**src/rtl/gmii_tx_frame_arbiter.sv**
```systemverilog
// Shares one GMII TX port between NUM_REQ byte-stream requesters with round-robin grants.
// Each frame gets preamble + SFD, an underrun aborts it with tx_er, and the inter-frame gap is enforced.
module gmii_tx_frame_arbiter #(
   parameter int  NUM_REQ      = 2,
   parameter int  PREAMBLE_LEN = 7,
   parameter int  IFG_LEN      = 12,
   localparam int GW           = (NUM_REQ > 1) ? $clog2(NUM_REQ) : 1
) (
   input  logic                 gmii_tx_clk,
   input  logic                 sys_rst,
   input  logic                 tx_enable,
   input  logic [NUM_REQ-1:0]   s_valid,
   input  logic [NUM_REQ*8-1:0] s_data,
   input  logic [NUM_REQ-1:0]   s_last,
   output logic [NUM_REQ-1:0]   s_ready,
   output logic                 gmii_tx_en,
   output logic                 gmii_tx_er,
   output logic [7:0]           gmii_tx_data,
   output logic                 busy,
   output logic [GW-1:0]        grant_id,
   output logic                 frame_done,
   output logic                 underrun,
   output logic [15:0]          frame_cnt
);
   typedef enum logic [2:0] {IDLE, PRE, SFD, DATA, DROP, IFG} state_t;

   state_t               state, state_nxt;
   logic [3:0]           pre_cnt;
   logic [7:0]           ifg_cnt;
   logic [GW-1:0]        last_grant, start, pick;
   logic [2*NUM_REQ-1:0] rot;
   logic                 found, grant_go;
   logic                 cur_valid, cur_last;
   logic [7:0]           cur_data;
   logic                 en_nxt, er_nxt, done_nxt, under_nxt;
   logic [7:0]           data_nxt;

   // Rotate the request vector so the search starts just after the last grant.
   always_comb begin
      // NOTE: every combinational output gets a default first, so no path can infer a latch.
      start = (last_grant == GW'(NUM_REQ - 1)) ? '0 : last_grant + GW'(1);
      rot   = {s_valid, s_valid} >> start;
      found = 1'b0;
      pick  = '0;
      for (int k = 0; k < NUM_REQ; k++) begin
         if (!found && rot[k]) begin
            found = 1'b1;
            pick  = GW'((int'(start) + k) % NUM_REQ);
         end
      end
   end

   always_comb begin
      cur_valid = 1'b0;
      cur_last  = 1'b0;
      cur_data  = '0;
      for (int k = 0; k < NUM_REQ; k++) begin
         if (grant_id == GW'(k)) begin
            cur_valid = s_valid[k];
            cur_last  = s_last[k];
            cur_data  = s_data[8*k +: 8];
         end
      end
   end

   assign grant_go = (state == IDLE) && tx_enable && found;
   assign busy     = (state != IDLE);

   // NOTE: all flops use non-blocking assignments so each one samples pre-edge values.
   always_ff @(posedge gmii_tx_clk or posedge sys_rst) begin
      if (sys_rst) state <= IDLE;
      else         state <= state_nxt;
   end

   // SFD is the cycle holding the last preamble byte; DATA starts while 0xD5 is on the wire.
   always_comb begin
      state_nxt = state;
      case (state)
         IDLE: if (grant_go) state_nxt = (PREAMBLE_LEN == 1) ? SFD : PRE;
         PRE:  if (pre_cnt == 4'(PREAMBLE_LEN - 1)) state_nxt = SFD;
         SFD:  state_nxt = DATA;
         DATA: begin
            if (!cur_valid)    state_nxt = DROP;
            else if (cur_last) state_nxt = IFG;
         end
         DROP: if (cur_valid && cur_last) state_nxt = IFG;
         IFG:  if (ifg_cnt == 8'(IFG_LEN - 1)) state_nxt = IDLE;
         default: state_nxt = IDLE;
      endcase
   end

   always_comb begin
      en_nxt    = 1'b0;
      er_nxt    = 1'b0;
      data_nxt  = 8'h00;
      done_nxt  = 1'b0;
      under_nxt = 1'b0;
      s_ready   = '0;
      case (state)
         IDLE: if (grant_go) begin
            en_nxt   = 1'b1;
            data_nxt = 8'h55;
         end
         PRE: begin
            en_nxt   = 1'b1;
            data_nxt = 8'h55;
         end
         SFD: begin
            en_nxt   = 1'b1;
            data_nxt = 8'hD5;
         end
         DATA: begin
            s_ready[grant_id] = 1'b1;
            en_nxt            = 1'b1;
            if (cur_valid) begin
               data_nxt = cur_data;
               done_nxt = cur_last;
            end else begin
               er_nxt    = 1'b1;
               under_nxt = 1'b1;
            end
         end
         DROP: s_ready[grant_id] = 1'b1;
         default: ;
      endcase
   end

   always_ff @(posedge gmii_tx_clk or posedge sys_rst) begin
      if (sys_rst) begin
         gmii_tx_en   <= 1'b0;
         gmii_tx_er   <= 1'b0;
         gmii_tx_data <= 8'h00;
         frame_done   <= 1'b0;
         underrun     <= 1'b0;
         frame_cnt    <= 16'h0000;
         grant_id     <= '0;
         last_grant   <= GW'(NUM_REQ - 1);
         pre_cnt      <= 4'd0;
         ifg_cnt      <= 8'd0;
      end else begin
         gmii_tx_en   <= en_nxt;
         gmii_tx_er   <= er_nxt;
         gmii_tx_data <= data_nxt;
         frame_done   <= done_nxt;
         underrun     <= under_nxt;
         if (done_nxt) frame_cnt <= frame_cnt + 16'd1;
         if (grant_go) begin
            grant_id   <= pick;
            last_grant <= pick;
         end
         // pre_cnt counts preamble bytes already launched, including the one from the grant edge.
         if (grant_go)          pre_cnt <= 4'd1;
         else if (state == PRE) pre_cnt <= pre_cnt + 4'd1;
         ifg_cnt <= (state == IFG) ? ifg_cnt + 8'd1 : 8'd0;
      end
   end
endmodule

```
**config.mk**
```make
export PLATFORM = sky130hd
export DESIGN_NAME = gmii_tx_frame_arbiter
export DESIGN_NICKNAME = d
export VERILOG_FILES = /design/src/rtl/gmii_tx_frame_arbiter.sv
export SDC_FILE = /design/constraint.sdc
export NUM_CORES = 1
export LEC_CHECK = 0
export BUFFER_PORTS_ARGS = -buffer_cell sky130_fd_sc_hd__buf_2
export CAP_MARGIN = 10
export CORE_MARGIN = 2
export CORE_UTILIZATION = 50
export DETAILED_ROUTE_END_ITERATION = 8
export PLACE_DENSITY_LB_ADDON = 0.2
export SYNTH_ARGS = -nofsm -noshare
export SYNTH_HDL_FRONTEND = slang
export SYNTH_SLANG_ARGS = --single-unit
```
**constraint.sdc**
```tcl
create_clock -name gmii_tx_clk -period 2.4 [get_ports gmii_tx_clk]
set_input_delay 0.12 -clock gmii_tx_clk [delete_from_list [all_inputs] [get_ports gmii_tx_clk]]
set_output_delay 0.12 -clock gmii_tx_clk [all_outputs]
set_load 0.005 [all_outputs]
```
==> impl_metrics.tcl <==
set metrics [dict create \
    endpoint_kind "register" \
    dp_slack_ns 0.5333 \
    synth_warnings 0 \
    r2r_start "state[2]" \
    max_stage_delay_ns 0.54 \
    place.gp.congestion 0.7585 \
    grt_pass1_wl_um 6596 \
    clk-insertion-delay-late_ns 0.30 \
    netlist_area_sq_um 2102 \
    maxCapViolCount 0 \
    critical_path_arrival_ns 2.04 \
    chipHeight_um 68.84 \
    cts_setup_buffers 0 \
    synthArstFlopShare 1.000 \
    die-width_um 68.84 \
    ir_drop_uv 501.3 \
    wl_um 3971 \
    cts_sinks 44 \
    fin_nets 278 \
    cts_tree "built" \
    synth_edf_count 0 \
    slew_violations 0 \
    syn_avg_cell_area_sq_um 10.84 \
    setup_tns_ns 0 \
    reg2reg_depth 4 \
    grt_usage 0.1908 \
    synth_seq_cells 44 \
    hold_class "in -> reg" \
    ys_types 39 \
    diodes 0 \
    finalWorstSetupSlack_ns 0.5479 \
    worstSetupPathType "reg -> reg" \
    rsz0062_at_grt "no" \
    clockRootBuffer "clkbuf_8" \
    dr.pass1.iters 4 \
    grt_pass1_vias 1441 \
    synth.top_cell.area_share 0.5119 \
    min_to "last_grant" \
    overflow 0 \
    area_delta_synth_final_pct 19.52 \
    min_path_cells 2 \
    io_buffers 54 \
    drcViolationCount 0 \
    power_mw 2.159 \
    cts_resized 0 \
    numCtsBuffers 5 \
    row_count 23 \
    r2r_setup_slack_ns 0.55 \
    drive_above_1_share 0.2738 \
    min_period_ns 1.852 \
    antenna_found_initial 0 \
    layout_commonest_cell "buf_2" \
    seq_area_frac_synth 0.5244 \
    syn_inst 194 \
    power.leakage_nw 1.263 \
    whs_ns 0.04954 \
    tightest_slew_ns 0.5235 \
    worstPathCellList "nand3b_1 > nor4_4 > nand4_1 > xnor2_1" \
    hold_viol 0 \
    finalCritPeriodShare 0.7717 \
    min_from "s_valid[0]" \
    cts_buffer_depth 2 \
    ys.flop_type "dfrtp_1" \
    ctsHtreeMaxLevel 2 \
    coreArea_sq_um 4029 \
    max_freq_mhz 539.9 \
    cts.clk_slew.worst_paths_ns 0.08 \
    start_util 0.5217 \
    grt_max_degree 45 \
    skew_ns 0.006831 \
    synth_top_area_cell "dfrtp_1" \
    yosys-top-cells-area "dfrtp_1 51%, xnor2_1 6.3%, mux2i_1 3.8%" \
    wl_per_cell_um 13.15 \
    r2r_end "frame_cnt[11]" \
    cp_max_fo 13 \
    drt_iter0_markers 112 \
    via_per_inst 5.235 \
    postRouteAntennaNets 0 \
    final_cell_mix "54 x buf_2, 43 x dfrtp_1, 19 x nor2_1, 15 x xnor2_1, 14 x nand3_1" \
    power_density_nw_per_um2 859.5 \
    place_hpwl_um 2833 \
    dieArea_sq_um 4739 \
    via_count 1581 \
    fillers 359 \
    maxSlewHeadroom 0.6410 \
    io-pin-count 55 \
    setup_viol 0 \
    status "complete, no violations" \
    synth_nets 221 \
    crit_slowest_cell "nor4_4" \
    startpoint_type "register" \
    cp_data_required_time_ns 2.59 \
]
[worst max-delay path, delay by kind of cell (launching register included)]
family	cells	cell delay, ns
simple gates	3	1.08
xor+xnor	1	0.16
flops	1	0.51
[area by class of cell]
class | instances | area [sq um] | area share
flip-flops and latches | 44 | 1102 | 0.4387
multi-input cells | 137 | 935.9 | 0.3725
repair buffers | 58 | 302.8 | 0.1205
clock buffers | 8 | 90.09 | 0.03586
well taps | 50 | 62.56 | 0.02490
inverters | 5 | 18.77 | 0.007470
[cell families after synthesis]
group / synth area share
AO/OA/AOI/OAI: 0.08036
adder cells (fa/ha/maj): 0.02381
multiplexers: 0.05536
AND/OR/NAND/NOR: 0.1982
XOR/XNOR: 0.08750
buffers and inverters: 0.03036
flip-flops: 0.5244
[sequential cells by signal (all words and copies together) (netlist names)]
| register | count |
|---|---|
| frame_done | 1 |
| underrun | 1 |
| last_grant | 1 |
| frame_cnt | 16 |
| pre_cnt | 4 |
| gmii_tx_data | 8 |
| ifg_cnt | 8 |
| state | 3 |
| grant_id | 1 |
| gmii_tx_en | 1 |
[cell usage after synthesis (2+ instances only)]
| cell type | instances |
|---|---|
| dfrtp_1 | 43 |
| nor2_1 | 19 |
| xnor2_1 | 15 |
| nand3_1 | 14 |
| o21ai_0 | 11 |
| mux2i_1 | 8 |
| a21oi_1 | 7 |
| nand2_1 | 7 |
| nand4_1 | 7 |
| xor2_1 | 6 |
| and3_1 | 5 |
| clkbuf_1 | 5 |
| inv_1 | 5 |
| ha_1 | 4 |
| nand3b_1 | 4 |
| a22o_1 | 3 |
| a31oi_1 | 3 |
| and2_1 | 3 |
| and4_1 | 2 |
| buf_4 | 2 |
| nor2b_1 | 2 |
| nor3b_1 | 2 |
[metal layers]
layer / up-vias / wire length [um] / GRT usage
met4: 0 / 59 / 0.06618
met2: 49 / 1741 / 0.2873
met1: 733 / 1903 / 0.2584
li1: 794 / - / -
met5: - / 0 / 0
met3: 5 / 267 / 0.06331
[stage by stage]
| stage | instance area [sq um] | util | cells |
|---|---|---|---|
| after global routing | 2512 | 0.6236 | 302 |
| after global placement | 2412 | 0.5988 | 293 |
| after detailed placement | 2412 | 0.5988 | 293 |
| after CTS | 2512 | 0.6236 | 302 |
| after floorplan | 2102 | - | 194 |
| final | 2512 | 0.6236 | 302 |
[worst max-delay path by stage]
| stage | startpoint | to | slack [ns] | cells past startpoint |
|---|---|---|---|---|
| 4_1_cts | state[2] | frame_cnt[11] | 0.52 | 4 |
| 5_1_grt | state[2] | frame_cnt[15] | 0.40 | 4 |
| 6_report | state[2] | frame_cnt[11] | 0.55 | 4 |
| 3_5_place_dp | state[2] | frame_cnt[15] | 0.53 | 4 |
| 2_1_floorplan | grant_id | frame_cnt[11] | 0.81 | 5 |
| 3_3_place_gp | state[2] | frame_cnt[13] | 0.56 | 4 |
[timing repair]
| action | CTS | global route |
|---|---|---|
| hold endpoints to repair | 43 | 0 |
| setup endpoints to repair | 0 | 0 |
| hold buffers | 1 | 0 |
[report_power, final]
part           internal [mW]  switching [mW]  leakage [nW]  total [mW]
sequential             0.883           0.132         0.585        1.01
clock                  0.235           0.240        0.0455       0.475
combinational          0.312           0.358         0.632       0.670
total                   1.43           0.730          1.26        2.16
No activity file was read; power rests on OpenSTA's default activity.
